--- config.mk ---
export PLATFORM = sky130hd
export DESIGN_NAME = inst_realign
export DESIGN_NICKNAME = d
export VERILOG_FILES = /design/src/rtl/inst_realign.sv
export SDC_FILE = /design/constraint.sdc
export NUM_CORES = 1
export LEC_CHECK = 0
export BUFFER_PORTS_ARGS = -buffer_cell sky130_fd_sc_hd__buf_2
export CAP_MARGIN = 30
export CORE_MARGIN = 2
export CORE_UTILIZATION = 50
export CTS_CLUSTER_DIAMETER = 200
export CTS_CLUSTER_SIZE = 24
export DETAILED_ROUTE_END_ITERATION = 10
export GPL_ROUTABILITY_DRIVEN = 0
export PLACE_DENSITY_LB_ADDON = 0.15
export SYNTH_ARGS = -nofsm -noshare
export SYNTH_HDL_FRONTEND = slang
export SYNTH_SLANG_ARGS = --single-unit
--- constraint.sdc ---
create_clock -name clk_i -period 5.8 [get_ports clk_i]
set_clock_uncertainty 0.2 [all_clocks]
set_input_delay 0.58 -clock clk_i [delete_from_list [all_inputs] [get_ports clk_i]]
set_output_delay 0.58 -clock clk_i [all_outputs]
set_load 0.02 [all_outputs]
--- src/rtl/inst_realign.sv ---
// Instruction realigner: splits fetch words into halfwords and emits whole 16/32-bit instructions.
// Define RVC_EXPAND_EN to expand supported compressed instructions to their RV32I equivalents.
module inst_realign (
    input  logic        clk_i,
    input  logic        rst_n_i,
    input  logic        fetch_valid_i,
    input  logic [31:0] fetch_data_i,
    input  logic [31:0] fetch_pc_i,
    output logic        fetch_ready_o,
    input  logic        flush_i,
    input  logic [31:0] flush_pc_i,
    output logic        inst_valid_o,
    output logic [31:0] inst_o,
    output logic [31:0] inst_pc_o,
    output logic        inst_compressed_o,
    input  logic        inst_ready_i
);

    localparam int DEPTH = 4;

    logic [DEPTH-1:0][15:0] r_q;
    logic [2:0]             r_count;
    logic [31:0]            r_head_pc;
    logic                   r_drop;
    logic                   r_inst_valid;
    logic [31:0]            r_inst;
    logic [31:0]            r_inst_pc;
    logic                   r_inst_comp;

    logic                   w_head_comp;
    logic                   w_avail;
    logic                   w_load;
    logic                   w_accept;
    logic [2:0]             w_deq;
    logic [2:0]             w_enq;
    logic [1:0]             w_base;
    logic [2:0]             w_count_next;
    logic [DEPTH-1:0][15:0] w_q_shift;
    logic [DEPTH-1:0][15:0] w_q_next;
    logic [31:0]            w_inst_next;
    logic                   w_unused_fetch_pc;

    // The head PC is tracked internally, so the fetch word address carries no extra information.
    assign w_unused_fetch_pc = ^fetch_pc_i;

`ifdef RVC_EXPAND_EN
    function automatic logic [31:0] rvc_expand(input logic [15:0] c);
        logic [4:0]  rd;
        logic [4:0]  rs2;
        logic [4:0]  rdp;
        logic [4:0]  rs2p;
        logic [11:0] imm6;
        logic [11:0] j_off;
        logic [8:0]  b_off;
        logic [31:0] r;
        rd    = c[11:7];
        rs2   = c[6:2];
        rdp   = {2'b01, c[9:7]};
        rs2p  = {2'b01, c[4:2]};
        imm6  = {{7{c[12]}}, c[6:2]};
        j_off = {c[12], c[8], c[10:9], c[6], c[7], c[2], c[11], c[5:3], 1'b0};
        b_off = {c[12], c[6:5], c[2], c[11:10], c[4:3], 1'b0};
        r     = 32'h0000_0000;
        case ({c[1:0], c[15:13]})
            5'b00_010: r = {5'b0, c[5], c[12:10], c[6], 2'b00, rdp, 3'b010, rs2p, 7'b0000011};
            5'b00_110: r = {5'b0, c[5], c[12], rs2p, rdp, 3'b010, c[11:10], c[6], 2'b00, 7'b0100011};
            5'b01_000: r = {imm6, rd, 3'b000, rd, 7'b0010011};
            5'b01_001: r = {j_off[11], j_off[10:1], j_off[11], {8{j_off[11]}}, 5'd1, 7'b1101111};
            5'b01_010: r = {imm6, 5'd0, 3'b000, rd, 7'b0010011};
            5'b01_100: begin
                case (c[11:10])
                    2'b00: if (!c[12]) r = {7'b0000000, rs2, rdp, 3'b101, rdp, 7'b0010011};
                    2'b01: if (!c[12]) r = {7'b0100000, rs2, rdp, 3'b101, rdp, 7'b0010011};
                    2'b10: r = {imm6, rdp, 3'b111, rdp, 7'b0010011};
                    default: begin
                        // c[12]=1 selects the RV64-only word ops, which stay illegal here.
                        if (!c[12]) begin
                            case (c[6:5])
                                2'b00:   r = {7'b0100000, rs2p, rdp, 3'b000, rdp, 7'b0110011};
                                2'b01:   r = {7'b0000000, rs2p, rdp, 3'b100, rdp, 7'b0110011};
                                2'b10:   r = {7'b0000000, rs2p, rdp, 3'b110, rdp, 7'b0110011};
                                default: r = {7'b0000000, rs2p, rdp, 3'b111, rdp, 7'b0110011};
                            endcase
                        end
                    end
                endcase
            end
            5'b01_101: r = {j_off[11], j_off[10:1], j_off[11], {8{j_off[11]}}, 5'd0, 7'b1101111};
            5'b01_110: r = {b_off[8], {2{b_off[8]}}, b_off[8:5], 5'd0, rdp, 3'b000, b_off[4:1], b_off[8], 7'b1100011};
            5'b01_111: r = {b_off[8], {2{b_off[8]}}, b_off[8:5], 5'd0, rdp, 3'b001, b_off[4:1], b_off[8], 7'b1100011};
            5'b10_000: if (!c[12]) r = {7'b0000000, rs2, rd, 3'b001, rd, 7'b0010011};
            5'b10_100: begin
                if (!c[12]) begin
                    if (rs2 == 5'd0) begin
                        if (rd != 5'd0) r = {12'h000, rd, 3'b000, 5'd0, 7'b1100111};
                    end else begin
                        r = {7'b0000000, rs2, 5'd0, 3'b000, rd, 7'b0110011};
                    end
                end else begin
                    if (rs2 == 5'd0) begin
                        if (rd != 5'd0) r = {12'h000, rd, 3'b000, 5'd1, 7'b1100111};
                    end else begin
                        r = {7'b0000000, rs2, rd, 3'b000, rd, 7'b0110011};
                    end
                end
            end
            default: r = 32'h0000_0000;
        endcase
        return r;
    endfunction
`endif

    assign w_head_comp   = (r_q[0][1:0] != 2'b11);
    assign w_avail       = (r_count >= 3'd2) || ((r_count == 3'd1) && w_head_comp);
    assign w_load        = w_avail && (!r_inst_valid || inst_ready_i);
    assign w_deq         = w_load ? (w_head_comp ? 3'd1 : 3'd2) : 3'd0;
    assign fetch_ready_o = (r_count <= 3'd2) && !flush_i;
    assign w_accept      = fetch_valid_i && fetch_ready_o;
    assign w_enq         = w_accept ? (r_drop ? 3'd1 : 3'd2) : 3'd0;
    assign w_base        = 2'(r_count - w_deq);
    assign w_count_next  = r_count - w_deq + w_enq;

    // NOTE: every signal written here gets its default first, so no path can infer a latch.
    always_comb begin
        w_q_shift = r_q >> {w_deq, 4'b0000};
        w_q_next  = w_q_shift;
        if (w_accept) begin
            if (r_drop) begin
                w_q_next[w_base] = fetch_data_i[31:16];
            end else begin
                w_q_next[w_base]         = fetch_data_i[15:0];
                w_q_next[w_base + 2'd1]  = fetch_data_i[31:16];
            end
        end
    end

`ifdef RVC_EXPAND_EN
    assign w_inst_next = w_head_comp ? rvc_expand(r_q[0]) : {r_q[1], r_q[0]};
`else
    assign w_inst_next = w_head_comp ? {16'h0000, r_q[0]} : {r_q[1], r_q[0]};
`endif

    // NOTE: halfword storage is deliberately not reset; r_count alone decides which entries are live.
    always_ff @(posedge clk_i) begin
        r_q <= w_q_next;
    end

    // NOTE: clocked state uses non-blocking assignments so every register sees pre-edge values.
    always_ff @(posedge clk_i or negedge rst_n_i) begin
        if (!rst_n_i) begin
            r_count   <= 3'd0;
            r_head_pc <= 32'h0000_0000;
            r_drop    <= 1'b0;
        end else if (flush_i) begin
            r_count   <= 3'd0;
            r_head_pc <= flush_pc_i;
            r_drop    <= flush_pc_i[1];
        end else begin
            r_count <= w_count_next;
            if (w_load) begin
                r_head_pc <= r_head_pc + (w_head_comp ? 32'd2 : 32'd4);
            end
            if (w_accept && r_drop) begin
                r_drop <= 1'b0;
            end
        end
    end

    always_ff @(posedge clk_i or negedge rst_n_i) begin
        if (!rst_n_i) begin
            r_inst_valid <= 1'b0;
            r_inst       <= 32'h0000_0000;
            r_inst_pc    <= 32'h0000_0000;
            r_inst_comp  <= 1'b0;
        end else if (flush_i) begin
            r_inst_valid <= 1'b0;
        end else if (w_load) begin
            r_inst_valid <= 1'b1;
            r_inst       <= w_inst_next;
            r_inst_pc    <= r_head_pc;
            r_inst_comp  <= w_head_comp;
        end else if (inst_ready_i) begin
            r_inst_valid <= 1'b0;
        end
    end

    assign inst_valid_o      = r_inst_valid;
    assign inst_o            = r_inst;
    assign inst_pc_o         = r_inst_pc;
    assign inst_compressed_o = r_inst_comp;

endmodule

### After elaboration in Yosys (flattened, before gate mapping)

Cells that the tools add are included.

* word-level logic and storage cells: 63
* register bits after elaboration: 166
* output and inout port bits: 67
* input bits: 101

* mux-type cells: 23
* $add $sub $neg: 4
* reduce and logical (&&, ||, !) cells: 15
* bitwise operators: 1
* equality and inequality tests: 2
* shift-type cells: 1
* $lt $le $gt $ge: 6

Operators by type and width (count)
* $bwmux W64: 3
* $mux W64: 2
* $mux W32: 3
* $demux W16 S2: 2
* $shr A64 B6 Y64: 1
* $add A32 B3 Y32: 1
* $mux W16: 2
* $mux W2: 4
* $logic_and A1 B1 Y1: 7
* $lt A2 B3 Y1 const B: 2
* $mux W3: 2
* $mux W1: 5
* $ge A2 B1 Y1 const B: 2
* $reduce_bool A2 Y1: 2
* $add A3 B2 Y3: 1
* $eq A3 B1 Y1 const B: 1
* $ge A3 B2 Y1 const B: 1
* $le A3 B2 Y1 const B: 1
* $reduce_bool A3 Y1: 1
* $sub A3 B2 Y3: 1
* $add A2 B1 Y2 const B: 1
* $logic_not A1 Y1: 2
* $logic_or A1 B1 Y1: 2
* $ne A2 B2 Y1 const B: 1
* 2 further kinds: 2

### Depth between registers and ports, before layout

Gate-level depths: netlist (run 1).

* word-level depth: 14
* gate-level depth with buffers: 15
* mapped depth without buffers: 9

### Least setup slack after synthesis (run 1)

No wires, ideal clock.

* kind: reg-to-reg
* from: register r_count[2]
* to: register r_q[47] (netlist bit)
* clock period less this slack: 3918 ps
* setup slack: 1882 ps
* stages on the path, launching flop included: 16
* path buffers: 8
* arrival time: 3588 ps
* setup time: 130 ps
* data required time: 5470 ps
* cell sequence: dfrtp_1 -> buf_2 -> nor4bb_1 -> clkbuf_1 -> or3_1 -> buf_2 -> buf_2 -> nor2_1 -> fa_1 -> clkbuf_1 -> clkbuf_1 -> clkbuf_1 -> clkbuf_1 -> nor4_1 -> o21ai_0 -> o211ai_1

RTL lines
* start: declaration: line 22 `logic [2:0] r_count;`
* start signal: assignment: line 159 `r_count <= w_count_next;`
* end signal: assignment: line 145 `r_q <= w_q_next;`
* end: declaration: line 21 `logic [DEPTH-1:0][15:0] r_q;`

==> results list, run 1 <==
- After synthesis the netlist holds a flip-flop and latch count of 166.
- Vertical extent of the die: 141 µm
* CTS tree: yes
* Kind of cell with the highest combined delay on the critical path: simple AND/OR/NAND/NOR gates
- After layout, the worst setup slack is 1.68 ns.
- Vias per cell: between 6 and 7
* Root Buffer: clkbuf_16
- Once detail routing completed, the nets flagged for antenna violations numbered 0.
- After synthesis, the mean cell area works out to 8.59 µm².
- Counting distinct cell types in the post-synthesis netlist gives 69.
- Crit Path Category: register to register
- Prior to clock tree synthesis, the placed netlist has a worst setup slack of 1.74 ns.
* Placed wire-length estimate: 18.3 mm
* Layout Area Growth over Synthesis: 14.3%
* Post-synthesis instance area: 9320 µm²
* Congestion Overflow GR: 0
- Min Tclk post-route: 4.12 ns
* Setup crit start kind: register
- Counting every instance in the synthesized netlist gives 1,085.
- The worst-case IR drop observed on VDD is ~370 µV.
- STA classifies the critical path endpoint as a register.
- The net count of the finished layout is 1,278.
- For this run, the number of Yosys warnings is 0.
- Detailed-router iteration count before antenna repair: 6
* CP Max Fanout: 21
- The initial antenna violation count was 0.
- The largest individual stage delay along the critical path comes from the cell fa_2.
- Library cell with the largest summed area after synthesis: dfrtp_1
- The clock passes through at most 2 buffers.
- The clock tree synthesis step divided the H-tree into 4 levels.
* Floorplan Core Area: 18,100 µm²
- Prevailing post-synth register cell: dfrtp_1
- Most common cell after layout, fill and taps aside: nand2_1
- After floorplanning, the core was divided into 49 placement rows.
* Worst endpoint data arrival time: 4.23 ns
- The routed layout has between 8,000 and 9,000 vias.
- Yosys mapped a number of flops with a built-in enable equal to 0.
- Outcome: complete, no violations
- Clock latency at the later pin of the worst-skew pair: 0.43 ns
- Power per cell area: 609 nW/µm²
* Max-slew violation total from the final report: 0
- Routed wire length: 29.3 mm
- In this run the post-CTS setup repair buffer count came out at 0.
* Top achievable clock speed: between 200 and 250 MHz
* Cells taking the most area after synthesis: dfrtp_1 (27%), dfxtp_1 (14%), nand2_1 (9.6%)
- Hold WC Path Type: input pin to register
- Summed over all failing endpoints, the final setup total negative slack is 0 ns.
- In the final layout, the share of cells above drive strength 1 is 21.4%.
- Traced cell by cell, the critical path runs through nor4bb_4, buf_4, or3_1, nor2_1, fa_2, buf_4, nand3_1, nor3_1, buf_4, nor3_1, a221o_1.
* Residual DRC: 0
* Fraction of synthesis flops using an asynchronous set or reset pin: between 60% and 70%
- Counting every net in the synthesized netlist gives around 1,200.
- The worst register-to-register path has a setup slack of 1.68 ns.
- The via count of the first global-routing pass came to a little over 8,000.
- Die Width: around 140 µm
- Initial standard-cell utilization of the core: 51.4%
- For the worst setup path, the data required time is 5.91 ns.
* Worst max-slew margin expressed relative to the limit: 30.9%
* Number of setup violations in the final report: 0
* Top cell type's share of synthesized area: about 27%
- Static Leak: approximately 0.0047 µW
- Number of input and output port buffers inserted: 135
* Most used cell, CP: buf_4
- ANT cells: 0
* First-pass GRT wire length: 46.2 mm
- After layout, the worst path uses between 70% and 80% of the clock period.
* Setup repair after global routing missed its margin: false
- Summing the sequential cell areas from Yosys gives 41.1% of the chip area.
- Buffers inserted during clock tree synthesis total 17.
- Counting both buffers and inverters, the worst setup path holds a total of 3.
- Area of the die: just under 20,000 µm²
* Slowest cell delay on critical path: 0.74 ns
- Number of top-level design ports: 168
* 1st-iter DRT viols: 1,011
- Slew at the pin closest to its max-slew limit: just over 1 ns
* Cells resized by post-CTS repair: 0
- Clock-pin slew was measured on the worst setup and hold paths at 0.07 ns.
- Reported max-cap violation count: 0
- Most frequent cells in the layout: nand2_1 (238), buf_2 (134), dfrtp_1 (102), dfxtp_1 (64), o21ai_0 (62)
- Overall track demand over capacity in global routing: 29.5%
- The hold violation total from the final report was 0.
* Pin count of the biggest net entering global routing: 69
- Average detailed-routed wire length per instance: a little over 20 µm
- The tree built by TritonCTS fans out to 166 sinks.
[flip-flops by register name, indices dropped and copies added, names as in the netlist]
name               cells
inst_o                32
r_drop                 1
r_q                   64
inst_compressed_o      1
r_head_pc             32
inst_pc_o             32
inst_valid_o           1
r_count                3
[final timing paths]
check	from	endpoint	cells past startpoint
min	flush_pc_i[19]	r_head_pc[19]$_DFFE_PN0N_	3
min in group asynchronous	rst_n_i	inst_pc_o[19]$_DFFE_PN0P_	2
min reg2reg	r_q[14]$_DFF_P_	inst_o[14]$_DFFE_PN0P_	2
max	r_count[2]$_DFF_PN0_	r_q[4]$_DFF_P_	11
max reg2reg	r_count[2]$_DFF_PN0_	r_q[4]$_DFF_P_	11
max in group asynchronous	rst_n_i	inst_o[7]$_DFFE_PN0P_	3
[power breakdown]
part / internal, µW / switching [µW] / total, µW / leakage (µW)
combinational: 1320 / 2180 / 3500 / 0.00265
clock: 567 / 502 / 1070 / 0.000259
sequential: 1600 / 326 / 1920 / 0.00182
total: 3490 / 3010 / 6490 / 0.00473
[layer usage]
| metal | share of wire [%] | up-vias | global-route usage, % |
|---|---|---|---|
| met5 | 0 | - | 0 |
| met4 | 2.3 | 0 | 9.68 |
| met3 | 9.5 | 59 | 5.20 |
| met2 | 43 | 489 | 45.3 |
| met1 | 45 | 4247 | 42.5 |
| li1 | - | 4162 | - |
[what timing repair did]
item | in CTS | in global routing
hold buffers | 1 | 0
setup endpoints to repair | 0 | 0
endpoints found under the hold margin | 34 | 0
[per-stage QoR]
stage          std cells  util (%)  hold slack (ns)  total power [µW]  area [µm²]
6_report            1414      58.7            0.156              6490       10700
5_1_grt             1414      58.7            0.161              6870       10700
4_1_cts             1414      58.7            0.147              6420       10700
3_5_place_dp        1381      55.7            0.233              5350       10100
3_3_place_gp        1381      55.7            0.230              5310       10100
2_1_floorplan       1085         -           0.0844              4380        9320
[layout make-up]
| cell class | count | area, µm² |
|---|---|---|
| well taps | 229 | 287 |
| repair buffers | 168 | 928 |
| fillers | 1635 | 7490 |
| flip-flops and latches | 166 | 3830 |
| clock inverters | 12 | 96.3 |
| clock buffers | 20 | 447 |
| inverters | 28 | 108 |
| multi-input cells | 791 | 4960 |
[cells in the mapped netlist (3+ instances only)]
cell type    n
a211o_1     16
a211oi_1    17
a211oi_4     5
a21oi_1     40
a221o_1     15
a22o_1       3
a22oi_1      5
a2bb2oi_1   16
a31oi_1      3
a32oi_1     14
and2_1       4
and3_1       5
and4_1       3
buf_1        4
buf_2       24
buf_4        7
buf_6        5
clkbuf_1    60
dfrtp_1    102
dfxtp_1     64
fa_1         3
inv_1       25
mux2_2      15
mux2i_1     15
nand2_1    239
nand3_1     44
nand3b_1     3
nand4_1     30
nor2_1      34
nor3_1      24
nor4_1      16
o211a_1     13
o211ai_1    17
o21ai_0     62
o21ai_1      7
o221a_1      3
o221a_2     13
o221ai_1    18
o31ai_1     16
or3_1        6
or4_1       14
xnor2_1      7
xor2_1      19
[cell families (layout without fill, tap and decap cells)]
logic type | count (synthesis) | in the layout | synth area share [%]
AOI/OAI and AO/OA | 293 | 293 | 23.8
muxes | 30 | 30 | 3.42
buffers and inverters | 128 | 228 | 6.19
and+or+nand+nor | 437 | 437 | 22.1
adders and majority gates | 5 | 5 | 0.913
DFF | 166 | 166 | 41.1
xor gates and xnor gates | 26 | 26 | 2.44
[worst min-delay path, delay by kind of cell]
kind	cells	cell delay, ns
and+or+nand+nor	1	0.04
buffers and inverters	1	0.07
AOI/OAI and AO/OA	1	0.06
Note: power is estimated with default switching activity, not from simulation.
==> inputs of run 2 (changes only) <==
clock period = 3.62 ns   (was 5.8 ns; I/O delays follow)
==> run 2 against run 1 <==
Worst hold slack worse by 0.14 ns. Register-to-register slack got worse by 1.5 ns. Critical path depth down 1. Routed wire length down 0.37%.
==> results list, run 2 (synthesis gave the netlist of run 1 again) <==
- Max FFs per register: 64
- Global routing finished with a remaining overflow of 0.
- For this design the static power due to leakage is 0.00494 µW.
- The worst setup path is launched from a register.
* Post-DRT Antenna Nets: 0
- Registers take between 3000 and 4000 µm².
* Met3 routing resource usage after global routing: 6.70%
- In the global route stage, overall resource usage came out at around 29%.
* Count of nets after finishing: 1,318
- Vias: 9,065
- Vertical extent of the die: around 140 µm
- The die covers 19,800 µm².
* Placed instance count: 1,390
* Top achievable clock speed: about 300 MHz
- Worst max-slew margin expressed relative to the limit: 42.7%
- The clock reaches the later pin of the worst-skew pair after 0.42 ns.
- At the worst endpoint, the arrival time is 3.51 ns.
- After detailed routing, the number of remaining DRC violations is 0.
- The H-tree was split into 4 levels.
- In this run the horizontal extent of the chip is between 100 and 150 µm.
- IR analysis of the VDD net gives a maximum drop of 546 µV.
- Dividing the detail-routed via count by the number of cells gives 6.23.
- Setup repair after global routing missed its margin: false
- Outcome: complete, no violations
- Routed wire length: 29.2 mm
- Total clock sinks: around 170
* Worst Hold Margin: 0.0127 ns
- Number of fill cells: 1,586
* Power per cell area: ~950 nW/µm²
- Std-Cell Rows: roughly 50
- Initial standard-cell utilization of the core: 51.4%
- Layout Area Growth over Synthesis: 19.1%
* Slew at the pin closest to its max-slew limit: 0.860 ns
* Number of input and output port buffers inserted: 135
- Footprint of the multi-input gates: 4980 µm²
* Most common cell after layout, fill and taps aside: nand2_1
- In this run the worst path has a maximum fanout of 46.
- Of the cells placed in the final design, the portion with a size suffix greater than 1 is roughly 22%.
- Dividing the final minimum period by the clock period gives 94.3%.
- For met1 alone, demand over resource in global routing was around 43%.
- Placed wire-length estimate: 19.1 mm
- Setup violations remaining at the end of the flow were counted as 0.
* CTS tree: yes
- Highest-utilization routing layer at the global route stage: met2
- Detailed-router iteration count before antenna repair: 5
- The initial antenna violation count is 0.
- The clock passes through at most 2 buffers.
* ANT cells: 0
- TritonCTS created 17 clock buffers.
* Pwr Total: about 11,000 µW
* Setup TNS after final layout: 0 ns
- Clock transition at path regs: approximately 0.060 ns
- Root Buffer: clkbuf_16
- Hold WC Path Type: input pin to register
- Endpoint class of the critical path: register
* Floorplan Core Area: 18,100 µm²
- Endpoint required time on the critical path: 3.72 ns
- Min Tclk post-route: 3.41 ns
- The first global-routing pass estimated 46.6 mm of wire.
* Pin count of the biggest net entering global routing: 70
- Most frequent cells in the layout: nand2_1 (238), buf_2 (134), dfrtp_1 (102), dfxtp_1 (64), o21ai_0 (62)
- r_q holds more flip-flops than any other register.
- Crit Path Category: register to register
- Via count of the first global-routing pass: 8,504
* 1st-iter DRT viols: 948
* Max-slew violation total from the final report: 0
- Number of top-level design ports: 168
- Average detailed-routed wire length per instance: 20.1 µm
- Met2 track demand over resource: around 43%
- Final hold violations: 0
- Across the run, the number of max-cap violations was 0.
- The count of cells in the finished layout, fillers not included, comes to about 1,500.
-- run 2: cell types whose count changed in the layout (fill, tap and decap cells not counted), moves of 2 or more --
cell | previous run | this run
dlygate4sd3_1 | 1 | 30
buf_12 | 0 | 2
clkinvlp_4 | 3 | 1
inv_6 | 3 | 5
buf_4 | 33 | 42
-- run 2: repair_timing --
action | 4_1_cts | 5_1_grt
hold buffers | 30 | 0
resized for setup | 0 | 1
endpoints found under the setup margin | 0 | 16
buffers inserted | 0 | 2
hold endpoints to repair | 80 | 0
-- run 2: critical path, cell delays in order, from the launching register on --
cell      delay [ns]
dfrtp_1         0.50
nor4bb_4        0.34
or3_1           0.16
nor2_1          0.06
fa_2            0.59
buf_12          0.25
nand3_1         0.19
nor3_2          0.39
buf_4           0.27
nor3_1          0.07
a221o_1         0.26
-- run 2: area by class of cell --
type | count | area share (%)
Clock buffer | 20 | 4.02
Clock inverter | 12 | 1.08
Inverter | 28 | 0.969
Multi-Input combinational cell | 791 | 44.9
Sequential cell | 166 | 34.5
Tap cell | 229 | 2.58
Timing Repair Buffer | 208 | 11.9
-- run 2: power breakdown --
group	total [µW]	internal, µW	switching [µW]
clock	1770	982	793
combinational	5680	2200	3480
sequential	3080	2560	526
-- run 2: final timing paths --
path / cells after the start / endpoint / slack, ns / from
max in group asynchronous: 3 / r_head_pc[1]$_DFFE_PN0N_ / 2.06 / rst_n_i
min in group asynchronous: 2 / inst_pc_o[21]$_DFFE_PN0P_ / 0.32 / rst_n_i
max: 10 / r_q[6]$_DFF_P_ / 0.21 / r_count[2]$_DFF_PN0_
min reg2reg: 2 / inst_o[3]$_DFFE_PN0P_ / 0.25 / r_q[3]$_DFF_P_
max reg2reg: 10 / r_q[6]$_DFF_P_ / 0.21 / r_count[2]$_DFF_PN0_
min: 3 / r_head_pc[31]$_DFFE_PN0N_ / 0.01 / flush_pc_i[31]
-- run 2: per-stage QoR --
stage | area, µm² | util [%] | setup slack, ns
2_1_floorplan | 9350 | - | 0.00705
6_report | 11100 | 61.2 | 0.207
3_3_place_gp | 10200 | 56.3 | 0.107
3_5_place_dp | 10200 | 56.3 | 0.0604
5_1_grt | 11100 | 61.2 | 0.0121
4_1_cts | 11100 | 61.1 | 0.0682
-- run 2: routing by layer --
metal  wire, µm  vias up
met1      13000     4291
met3       2860       50
li1           -     4226
met2      12800      496
met4        561        2
met5         38        -
